File: config.mk
export PLATFORM = sky130hd
export DESIGN_NAME = xbar_switchbox
export DESIGN_NICKNAME = d
export VERILOG_FILES = /design/src/rtl/xbar_switchbox_pkg.sv /design/src/rtl/xbar_switchbox_sb_out_mux.sv /design/src/rtl/xbar_switchbox.sv
export SDC_FILE = /design/constraint.sdc
export NUM_CORES = 1
export LEC_CHECK = 0
export ABC_CLOCK_PERIOD_IN_PS = 1620
export CELL_PAD_IN_SITES_DETAIL_PLACEMENT = 1
export CELL_PAD_IN_SITES_GLOBAL_PLACEMENT = 2
export CORE_MARGIN = 1
export CORE_UTILIZATION = 26
export DETAILED_ROUTE_END_ITERATION = 12
export GPL_TIMING_DRIVEN = 0
export HOLD_SLACK_MARGIN = 0.05
export PLACE_DENSITY_LB_ADDON = 0.1
export SYNTH_ARGS = -nofsm -noshare
export SYNTH_HDL_FRONTEND = slang
export SYNTH_SLANG_ARGS = --single-unit
export TNS_END_PERCENT = 1
File: constraint.sdc
create_clock -name clk_i -period 1.62 [get_ports clk_i]
set_clock_uncertainty 0.2 [all_clocks]
set_input_delay 0.162 -clock clk_i [delete_from_list [all_inputs] [get_ports clk_i]]
set_output_delay 0.162 -clock clk_i [all_outputs]
set_load 0.05 [all_outputs]
File: src/rtl/xbar_switchbox_pkg.sv
// -----------------------------------------------------------------------------
// xbar_switchbox_pkg
// Shared types and helpers for the row-to-row switchbox.
//   fu_output_t : data word produced by a functional unit (switchbox source)
//   fu_input_t  : operand word consumed by a functional unit (switchbox sink)
//   NUM_FU_COLS : number of FU columns per row (default switchbox fan-in)
//   sb_sel_w()  : select width for a given fan-in
//   sb_fld_w()  : per-output configuration field width {en, sel} for a given
//                 fan-in. Chain-length calculators use this to size the
//                 configuration bitstream of a row.
// -----------------------------------------------------------------------------
package xbar_switchbox_pkg;

    localparam int DATA_W      = 16;
    localparam int NUM_FU_COLS = 4;

    typedef logic [DATA_W-1:0] fu_output_t;
    typedef logic [DATA_W-1:0] fu_input_t;

    // A single-source switchbox still carries a 1-bit select so the field
    // layout never degenerates to an enable-only field.
    function automatic int sb_sel_w(input int num_in);
        return (num_in > 1) ? $clog2(num_in) : 1;
    endfunction

    function automatic int sb_fld_w(input int num_in);
        return sb_sel_w(num_in) + 1;
    endfunction

endpackage

File: src/rtl/xbar_switchbox_sb_out_mux.sv
// -----------------------------------------------------------------------------
// sb_out_mux
// One routed output of the switchbox: decodes its {en, sel} field, selects a
// source word and valid bit, and optionally registers the result.
// Ports:
//   clk_i, rst_ni  : clock, asynchronous active-low reset
//   fld_i          : active configuration field {en, sel}
//   data_i         : source words from the previous row
//   valid_i        : per-source valid bits
//   out_o          : routed word (0 when disabled or select out of range)
//   out_valid_o    : routed valid (0 when disabled or select out of range)
// -----------------------------------------------------------------------------
module sb_out_mux
    import xbar_switchbox_pkg::*;
#(
    parameter int NUM_IN  = NUM_FU_COLS,
    parameter int SEL_W   = 2,
    parameter int REG_OUT = 1
) (
    input  logic              clk_i,
    input  logic              rst_ni,
    input  logic [SEL_W:0]    fld_i,
    input  fu_output_t        data_i [NUM_IN],
    input  logic [NUM_IN-1:0] valid_i,
    output fu_input_t         out_o,
    output logic              out_valid_o
);

    logic             fld_en;
    logic [SEL_W-1:0] fld_sel;
    fu_input_t        mux_data_next;
    logic             mux_valid_next;

    // Compare-and-select rather than a direct index: a select beyond the last
    // source simply matches nothing and leaves the zero default in place.
    always_comb begin
        fld_en         = fld_i[SEL_W];
        fld_sel        = fld_i[SEL_W-1:0];
        mux_data_next  = '0;
        mux_valid_next = 1'b0;
        for (int i = 0; i < NUM_IN; i++) begin
            if (fld_en && (fld_sel == SEL_W'(i))) begin
                mux_data_next  = data_i[i];
                mux_valid_next = valid_i[i];
            end
        end
    end

    if (REG_OUT != 0) begin : g_reg
        fu_input_t out_reg;
        logic      out_valid_reg;

        always_ff @(posedge clk_i or negedge rst_ni) begin
            if (!rst_ni) begin
                out_reg       <= '0;
                out_valid_reg <= 1'b0;
            end else begin
                out_reg       <= mux_data_next;
                out_valid_reg <= mux_valid_next;
            end
        end

        assign out_o       = out_reg;
        assign out_valid_o = out_valid_reg;
    end else begin : g_comb
        // Clock and reset are not needed on the combinational path.
        logic unused_clk_rst;
        assign unused_clk_rst = clk_i | rst_ni;

        assign out_o       = mux_data_next;
        assign out_valid_o = mux_valid_next;
    end

endmodule

File: src/rtl/xbar_switchbox.sv
// -----------------------------------------------------------------------------
// xbar_switchbox
// Configurable crossbar between the outputs of one FU row and the operand
// inputs of the next. Configuration is loaded serially into a shadow shift
// register and copied to the active configuration on commit, so a new routing
// can be streamed in while the old one keeps running.
// Ports:
//   clk_i              : clock
//   rst_ni             : asynchronous active-low reset
//   program_en_i       : shift enable for the configuration chain
//   program_data_i     : serial configuration bit in (enters shadow LSB)
//   program_commit_i   : copy pre-edge shadow to active configuration
//   prev_row_outputs_i : source words from the previous row
//   prev_row_valid_i   : per-source valid bits
//   out_o              : routed operand words
//   out_valid_o        : routed valid bits
//   program_data_o     : serial out (shadow MSB), feeds the next switchbox
//   cfg_err_o          : set when the last committed config has an enabled
//                        field selecting a non-existent source
// Config layout: field k = shadow[k*FLD_W +: FLD_W] = {en_k, sel_k}.
// -----------------------------------------------------------------------------
module xbar_switchbox
    import xbar_switchbox_pkg::*;
#(
    parameter int NUM_IN  = NUM_FU_COLS,
    parameter int NUM_OUT = 2,
    parameter int REG_OUT = 1
) (
    input  logic               clk_i,
    input  logic               rst_ni,
    input  logic               program_en_i,
    input  logic               program_data_i,
    input  logic               program_commit_i,
    input  fu_output_t         prev_row_outputs_i [NUM_IN],
    input  logic [NUM_IN-1:0]  prev_row_valid_i,
    output fu_input_t          out_o [NUM_OUT],
    output logic [NUM_OUT-1:0] out_valid_o,
    output logic               program_data_o,
    output logic               cfg_err_o
);

    localparam int SEL_W = sb_sel_w(NUM_IN);
    localparam int FLD_W = SEL_W + 1;
    localparam int CFG_W = NUM_OUT * FLD_W;

    logic [CFG_W-1:0]   shadow_reg;
    logic [CFG_W-1:0]   shadow_next;
    logic [CFG_W-1:0]   active_reg;
    logic [CFG_W-1:0]   active_next;
    logic               cfg_err_reg;
    logic               cfg_err_next;
    logic [NUM_OUT-1:0] shadow_illegal;

    // Legality is judged on the shadow contents, since that is exactly what a
    // commit on this edge will load into the active configuration.
    for (genvar gi = 0; gi < NUM_OUT; gi++) begin : g_chk
        assign shadow_illegal[gi] = shadow_reg[gi*FLD_W + SEL_W] &&
                                    (int'(shadow_reg[gi*FLD_W +: SEL_W]) >= NUM_IN);
    end

    // Commit samples the pre-edge shadow, so a shift on the same edge does not
    // leak its new bit into the active configuration.
    always_comb begin
        shadow_next  = program_en_i ? {shadow_reg[CFG_W-2:0], program_data_i} : shadow_reg;
        active_next  = program_commit_i ? shadow_reg : active_reg;
        cfg_err_next = program_commit_i ? (|shadow_illegal) : cfg_err_reg;
    end

    always_ff @(posedge clk_i or negedge rst_ni) begin
        if (!rst_ni) begin
            shadow_reg  <= '0;
            active_reg  <= '0;
            cfg_err_reg <= 1'b0;
        end else begin
            shadow_reg  <= shadow_next;
            active_reg  <= active_next;
            cfg_err_reg <= cfg_err_next;
        end
    end

    assign program_data_o = shadow_reg[CFG_W-1];
    assign cfg_err_o      = cfg_err_reg;

    for (genvar gi = 0; gi < NUM_OUT; gi++) begin : g_out
        sb_out_mux #(
            .NUM_IN  (NUM_IN),
            .SEL_W   (SEL_W),
            .REG_OUT (REG_OUT)
        ) u_mux (
            .clk_i       (clk_i),
            .rst_ni      (rst_ni),
            .fld_i       (active_reg[gi*FLD_W +: FLD_W]),
            .data_i      (prev_row_outputs_i),
            .valid_i     (prev_row_valid_i),
            .out_o       (out_o[gi]),
            .out_valid_o (out_valid_o[gi])
        );
    end

endmodule

==> summary.md, run 1 <==
| Metric | Value |
|---|---|
| Status | complete, but fails checks |
| Violated checks | DRC |
| Static leakage | 1.77 nW |
| Width of the die | 98.3 um |
| Final Hold Fails | 0 |
| CP delay by family, top | buffers and inverters |
| WP buf/inv | 1 |
| Synth warnings | 0 |
| Crit path time final | 1.57 ns |
| Critical path arrival | 1.21 ns |
| Rows | 34 |
| Largest cells by area after synthesis | dfrtp_1, mux2i_1, o22ai_1 |
| CP max FO | 1 |
| Clk slew on worst S/H paths | 0.10 ns |
| Num CTS Buffers | 5 |
| TritonCTS clock tree | done |
| WL/cell | 18.2 um |
| Synth Net Count | 257 |
| Starting DRT DRC Count | 29 |
| Vias in the first global route | 2163 |
| Top-count cell post-synth | mux2i_1 |
| Initial core utilization | 27.2% |
| Final worst slack | 0.0463 ns |
| Clock tree buffer depth | 2 |
| Synth area leader | dfrtp_1 |
| Total track usage | 16.5% |
| DR pass1 iterations | 8 |
| Post-synth cell types | 12 |
| Number of antenna diodes | 0 |
| Routed wire length | 7.44 mm |
| Max FFs per register | 32 |
| Cell Chain, Critical Path | dlygate4sd2_1 |
| Vias per inst | 4.73 |
| Layout Area Growth over Synthesis | 53.2% |
| Gr ovfl total | 0 |
| Cells after Synth | 184 |
| CTS root buffer | clkbuf_8 |
| Crit-path slowest cell | dlygate4sd2_1 |
| Clk_lat worst skew | 0.30 ns |
| Core area | 8850 um^2 |
| Num Clock Sinks | 46 |
| Final Instance Area | 3690 um^2 |
| First-pass GRT wire length | 12.2 mm |
| Endpoint type of the worst setup path | output pin |
| Via Count | 1934 |
| Max IR drop VDD | 0.000423 V |
| I/O pin count | 109 |
| Routability-driven placement congestion ratio | 0.710 |
| Layout Nets | 373 |
| Worst slack at placement | 0.0686 ns |
| CP max stage delay | 0.53 ns |
| Die area | 9660 um^2 |
| Post-synth EDFFs | 0 |
| Tcrit/Tclk final | 97.1% |
| Residual DRC count | 8 |
| Initial antenna violation count | 0 |
| Layout cells sized above 1 | 14.6% |
| Max capacitance violation total | 0 |
| Rel. slew slack | 64.7% |
| Top cell type's share of synthesized area | 47.7% |
| Hold crit path type | input pin to async pin |
| Final hold slack | 0.160 ns |
| Final HPWL DP | 5.40 mm |
| Crit start category | flop |
| Top_reg_cell synth | dfrtp_1 |
| Register-to-Register Path Depth | 3 |
| Unrepaired setup endpoints after global routing | false |
| Sequential cell area fraction in the yosys report | 47.7% |
| Finish-stage setup viols | 0 |
| Max-slew violations | 0 |
| Flops & latches, synth | 46 |
| Worst slew pin tran | 0.532 ns |
| Critical path depth in cells | 1 |
| Post-route ant nets | 0 |
| Worst path required time | 1.26 ns |
| Pin count of the biggest net entering global routing | 28 |
| Synthesized area | 2410 um^2 |
| Post-synthesis average cell area | 13.1 um^2 |
| Power Density | 1410 nW/um^2 |
| Fmax | 635 MHz |
| Port bufs | 105 |
| Async set-reset flop share out of synthesis | 100% |
| Crit Path Category | flop to output pin |
| Htree depth | 2 |
| Most common library cells after synthesis | mux2i_1, dfrtp_1, o22ai_1 |
| Die height | 98.3 um |
| Post-DP Area | 3610 um^2 |
## through the flow
stage                     setup TNS (ns)  instances  power [mW]  util (%)
final                                  0        409        5.22      41.7
after floorplan                        0        184        3.62         -
after global routing                   0        409        5.51      41.7
after detailed placement               0        398        4.71      40.8
after global placement            -60.93        397        4.70      40.7
after CTS                              0        409        5.29      41.7
## where the power goes
| group | leakage, nW | internal, mW | switching [mW] |
|---|---|---|---|
| registers | 0.585 | 1.48 | 0.118 |
| logic | 1.14 | 1.04 | 1.82 |
| clock network | 0.0447 | 0.313 | 0.452 |
| total | 1.77 | 2.83 | 2.39 |
## final timing paths
check	start	to	slack [ns]
worst min register to register	shadow_reg[5]	shadow_reg[5]	0.34
min in group clk_i	program_data_i	shadow_reg[0]	0.26
worst max register to register	active_reg[2]	g_out[0].u_mux.out_o[8]	0.16
worst min-delay path	rst_ni	g_out[0].u_mux.out_o[3]	0.16
max in group asynchronous	rst_ni	active_reg[0]	0.54
worst max-delay path	g_out[1].u_mux.out_o[6]	out_o[6]	0.05
## cell families after synthesis
| family | count (synthesis) | share of synthesized area, % |
|---|---|---|
| AND/OR/NAND/NOR | 4 | 0.830 |
| AO/OA/AOI/OAI | 34 | 8.82 |
| buffers and inverters | 19 | 8.61 |
| flip-flops | 46 | 47.7 |
| other | 1 | 0.156 |
| multiplexers | 80 | 33.8 |
## cell usage in the layout, fill, tap and decap left out
master and count:
dlygate4sd3_1 3, o22ai_1 34, buf_12 5, buf_8 2, mux2_2 12, nand2_2 1, buf_6 4, clkdlybuf4s50_1 69
mux2i_1 68, clkinvlp_4 1, clkdlybuf4s15_1 1, dfrtp_1 46, buf_2 7, nand2b_1 2, nand2_1 1, clkbuf_8 5
inv_6 1, conb_1 1, dlygate4sd2_1 32, buf_4 5, clkinv_4 1
## area by class of cell
cell class,instances,area [um^2]
Timing Repair Buffer,109,1050
Buffer,19,208
Clock inverter,3,25.0
Sequential cell,46,1150
Tap cell,108,135
Clock buffer,5,68.8
Fill cell,974,5150
Multi-Input combinational cell,119,1050
## layer usage
| layer | global-route usage, % | share of wire [%] |
|---|---|---|
| met1 | 21.3 | 44 |
| met2 | 28.4 | 50 |
| met3 | 3.44 | 5.6 |
| met5 | 0 | 0 |
| met4 | 3.44 | 0.69 |
## what timing repair did
action,in CTS,in global routing
buffers inserted,0,0
hold endpoints to repair,58,0
hold buffers,3,0
endpoints found under the setup margin,35,3
gates resized for setup,35,4
Note: power is estimated with default switching activity, not from simulation.
==> inputs of run 2 (changes only) <==
- CELL_PAD_IN_SITES_DETAIL_PLACEMENT: 1 -> default
- CELL_PAD_IN_SITES_GLOBAL_PLACEMENT: 2 -> default
- CORE_UTILIZATION: 26 -> 42
- PLACE_DENSITY: default -> 0.81
- PLACE_DENSITY_LB_ADDON: 0.1 -> default
==> run 2 against run 1 <==
The run now ends clean. Setup slack gained 0.0099 ns. Die area fell by 37%. Total power up 4.2%. Design area barely moved. Worst hold slack better by 0.013 ns. Global-route usage increased by 5.5 points. First-iteration DRC count rose by 120%. Combinational power is 2% lower. Wire length fell by 16%. Flip-flop and latch count stayed put. Critical path depth unchanged. Critical endpoint is now program_data_o.
==> summary.md, run 2 (same netlist as run 1, synthesis figures left out) <==
| Metric | Value |
|---|---|
| Layout Cells excl Fill | 373 |
| Die height | 77.8 um |
| Clock tree buffer depth | 2 |
| Vias per inst | 5.21 |
| Layout cells sized above 1 | 14.3% |
| Status | completed |
| Routed wire length | 6.23 mm |
| Max-slew violations | 0 |
| Endpoint type of the worst setup path | output pin |
| Met3 Use GR | 6.35% |
| Gate power share | 51.6% |
| Layout Nets | 373 |
| CP max stage delay | 0.53 ns |
| Unrepaired setup endpoints after global routing | false |
| Port bufs | 105 |
| Final HPWL DP | 4.65 mm |
| CP delay by family, top | buffers and inverters |
| Total track usage | 21.9% |
| Starting DRT DRC Count | 64 |
| Vias in the first global route | 2107 |
| Fmax | 639 MHz |
| Residual DRC count | 0 |
| Crit Path Category | flop to output pin |
| Finish-stage setup viols | 0 |
| Max FFs per register | 32 |
| CTS root buffer | clkbuf_8 |
| Rows | 27 |
| Via Count | 1942 |
| Final hold slack | 0.173 ns |
| Max IR drop VDD | 0.000704 V |
| WP buf/inv | 1 |
| Post-route ant nets | 0 |
| GR peak layer | met2 |
| Internal power | 3.17 mW |
| Crit path from | shadow_reg[5] |
| Layout Area Growth over Synthesis | 53.1% |
| Reg-to-reg startpoint | active_reg[5] |
| Inst Count DP | 362 |
| Hold crit path type | input pin to async pin |
| Clk_lat worst skew | 0.30 ns |
| CP max FO | 3 |
| Commonest non-fill, non-tap cell in the layout | clkdlybuf4s50_1 |
| Max capacitance violation total | 0 |
| Final Hold Fails | 0 |
| Num CTS Buffers | 5 |
| Most frequent cells in the layout | clkdlybuf4s50_1, mux2i_1, dfrtp_1 |
| Core area | 5510 um^2 |
| Pin count of the biggest net entering global routing | 26 |
| Number of antenna diodes | 0 |
| Width of the die | 77.8 um |
| Rel. slew slack | 63.7% |
| DR pass1 iterations | 4 |
| Num Clock Sinks | 46 |
| First-pass GRT wire length | 10.2 mm |
| Static leakage | 1.80 nW |
| Tcrit/Tclk final | 96.5% |
| Met2 usage | 38.5% |
| Htree depth | 2 |
| Cell Chain, Critical Path | dlygate4sd2_1 |
| Setup Total Neg Slack | 0 ns |
| Power Density | 1480 nW/um^2 |
| Sw Share | 41.8% |
| Crit path time final | 1.56 ns |
| I/O pin count | 109 |
| Initial core utilization | 43.8% |
| Critical path arrival | 1.20 ns |
| Flop pwr share | 29.2% |
| WL/cell | 16.7 um |
| Crit start category | flop |
| Initial antenna violation count | 0 |
| Gr ovfl total | 0 |
| Clock network fraction of design power | 19.2% |
| Die area | 6050 um^2 |
| Post-Route Utilization | 67.0% |
| Worst path required time | 1.26 ns |
| Routability-driven placement congestion ratio | 0.707 |
| Routing usage on met1 | 25.8% |
| Clk slew on worst S/H paths | 0.09 ns |
| Switch Pwr | 2.27 mW |
| TritonCTS clock tree | done |
| Worst slew pin tran | 0.547 ns |
| Crit-path slowest cell | dlygate4sd2_1 |
| Post-CTS Setup Repair Bufs | 0 |
==> run 2: worst paths after layout <==
path	end	cells after the start	slack, ns
min in group clk_i	shadow_reg[0]	2	0.28
setup / recovery	program_data_o	1	0.06
hold / removal	g_out[0].u_mux.out_o[7]	2	0.17
hold reg to reg	active_reg[4]	1	0.33
setup reg to reg	g_out[1].u_mux.out_o[7]	3	0.18
max in group asynchronous	g_out[0].u_mux.out_o[5]	3	0.53
==> run 2: timing repair <==
| item | 4_1_cts | 5_1_grt |
|---|---|---|
| hold buffers | 3 | 0 |
| setup endpoints to repair | 35 | 1 |
| endpoints found under the hold margin | 58 | 0 |
| gates resized for setup | 35 | 2 |
==> run 2: per-layer routing <==
layer / share of wire, % / up-vias
li1: - / 921
met1: 41 / 946
met2: 52 / 69
met3: 6.7 / 6
met4: 0.84 / 0
met5: 0 / -
==> run 2: power by group through the flow <==
stage | combinational (mW) | sequential [mW] | clock (mW)
finish | 2.81 | 1.59 | 1.05
floorplan | 1.07 | 2.55 | 0
global placement | 2.98 | 1.62 | 0
detailed placement | 3.00 | 1.63 | 0
global route | 2.94 | 1.63 | 1.11
CTS | 2.82 | 1.60 | 1.06
==> run 2: final cells by class <==
| cell class | instances | area [um^2] |
|---|---|---|
| Buffer | 19 | 208 |
| Clock buffer | 6 | 82.6 |
| Clock inverter | 2 | 60.1 |
| Fill cell | 445 | 1820 |
| Multi-Input combinational cell | 119 | 1050 |
| Sequential cell | 46 | 1150 |
| Tap cell | 72 | 90.1 |
| Timing Repair Buffer | 109 | 1050 |
==> run 2: metrics by stage <==
step                      power, mW  cell area, um^2  setup slack (ns)
after global routing           5.67             3690            0.0187
after CTS                      5.48             3690            0.0123
after floorplan                3.62             2410             0.409
after detailed placement       4.63             3570            0.0650
after global placement         4.60             3550             -1.06
final                          5.45             3690            0.0562
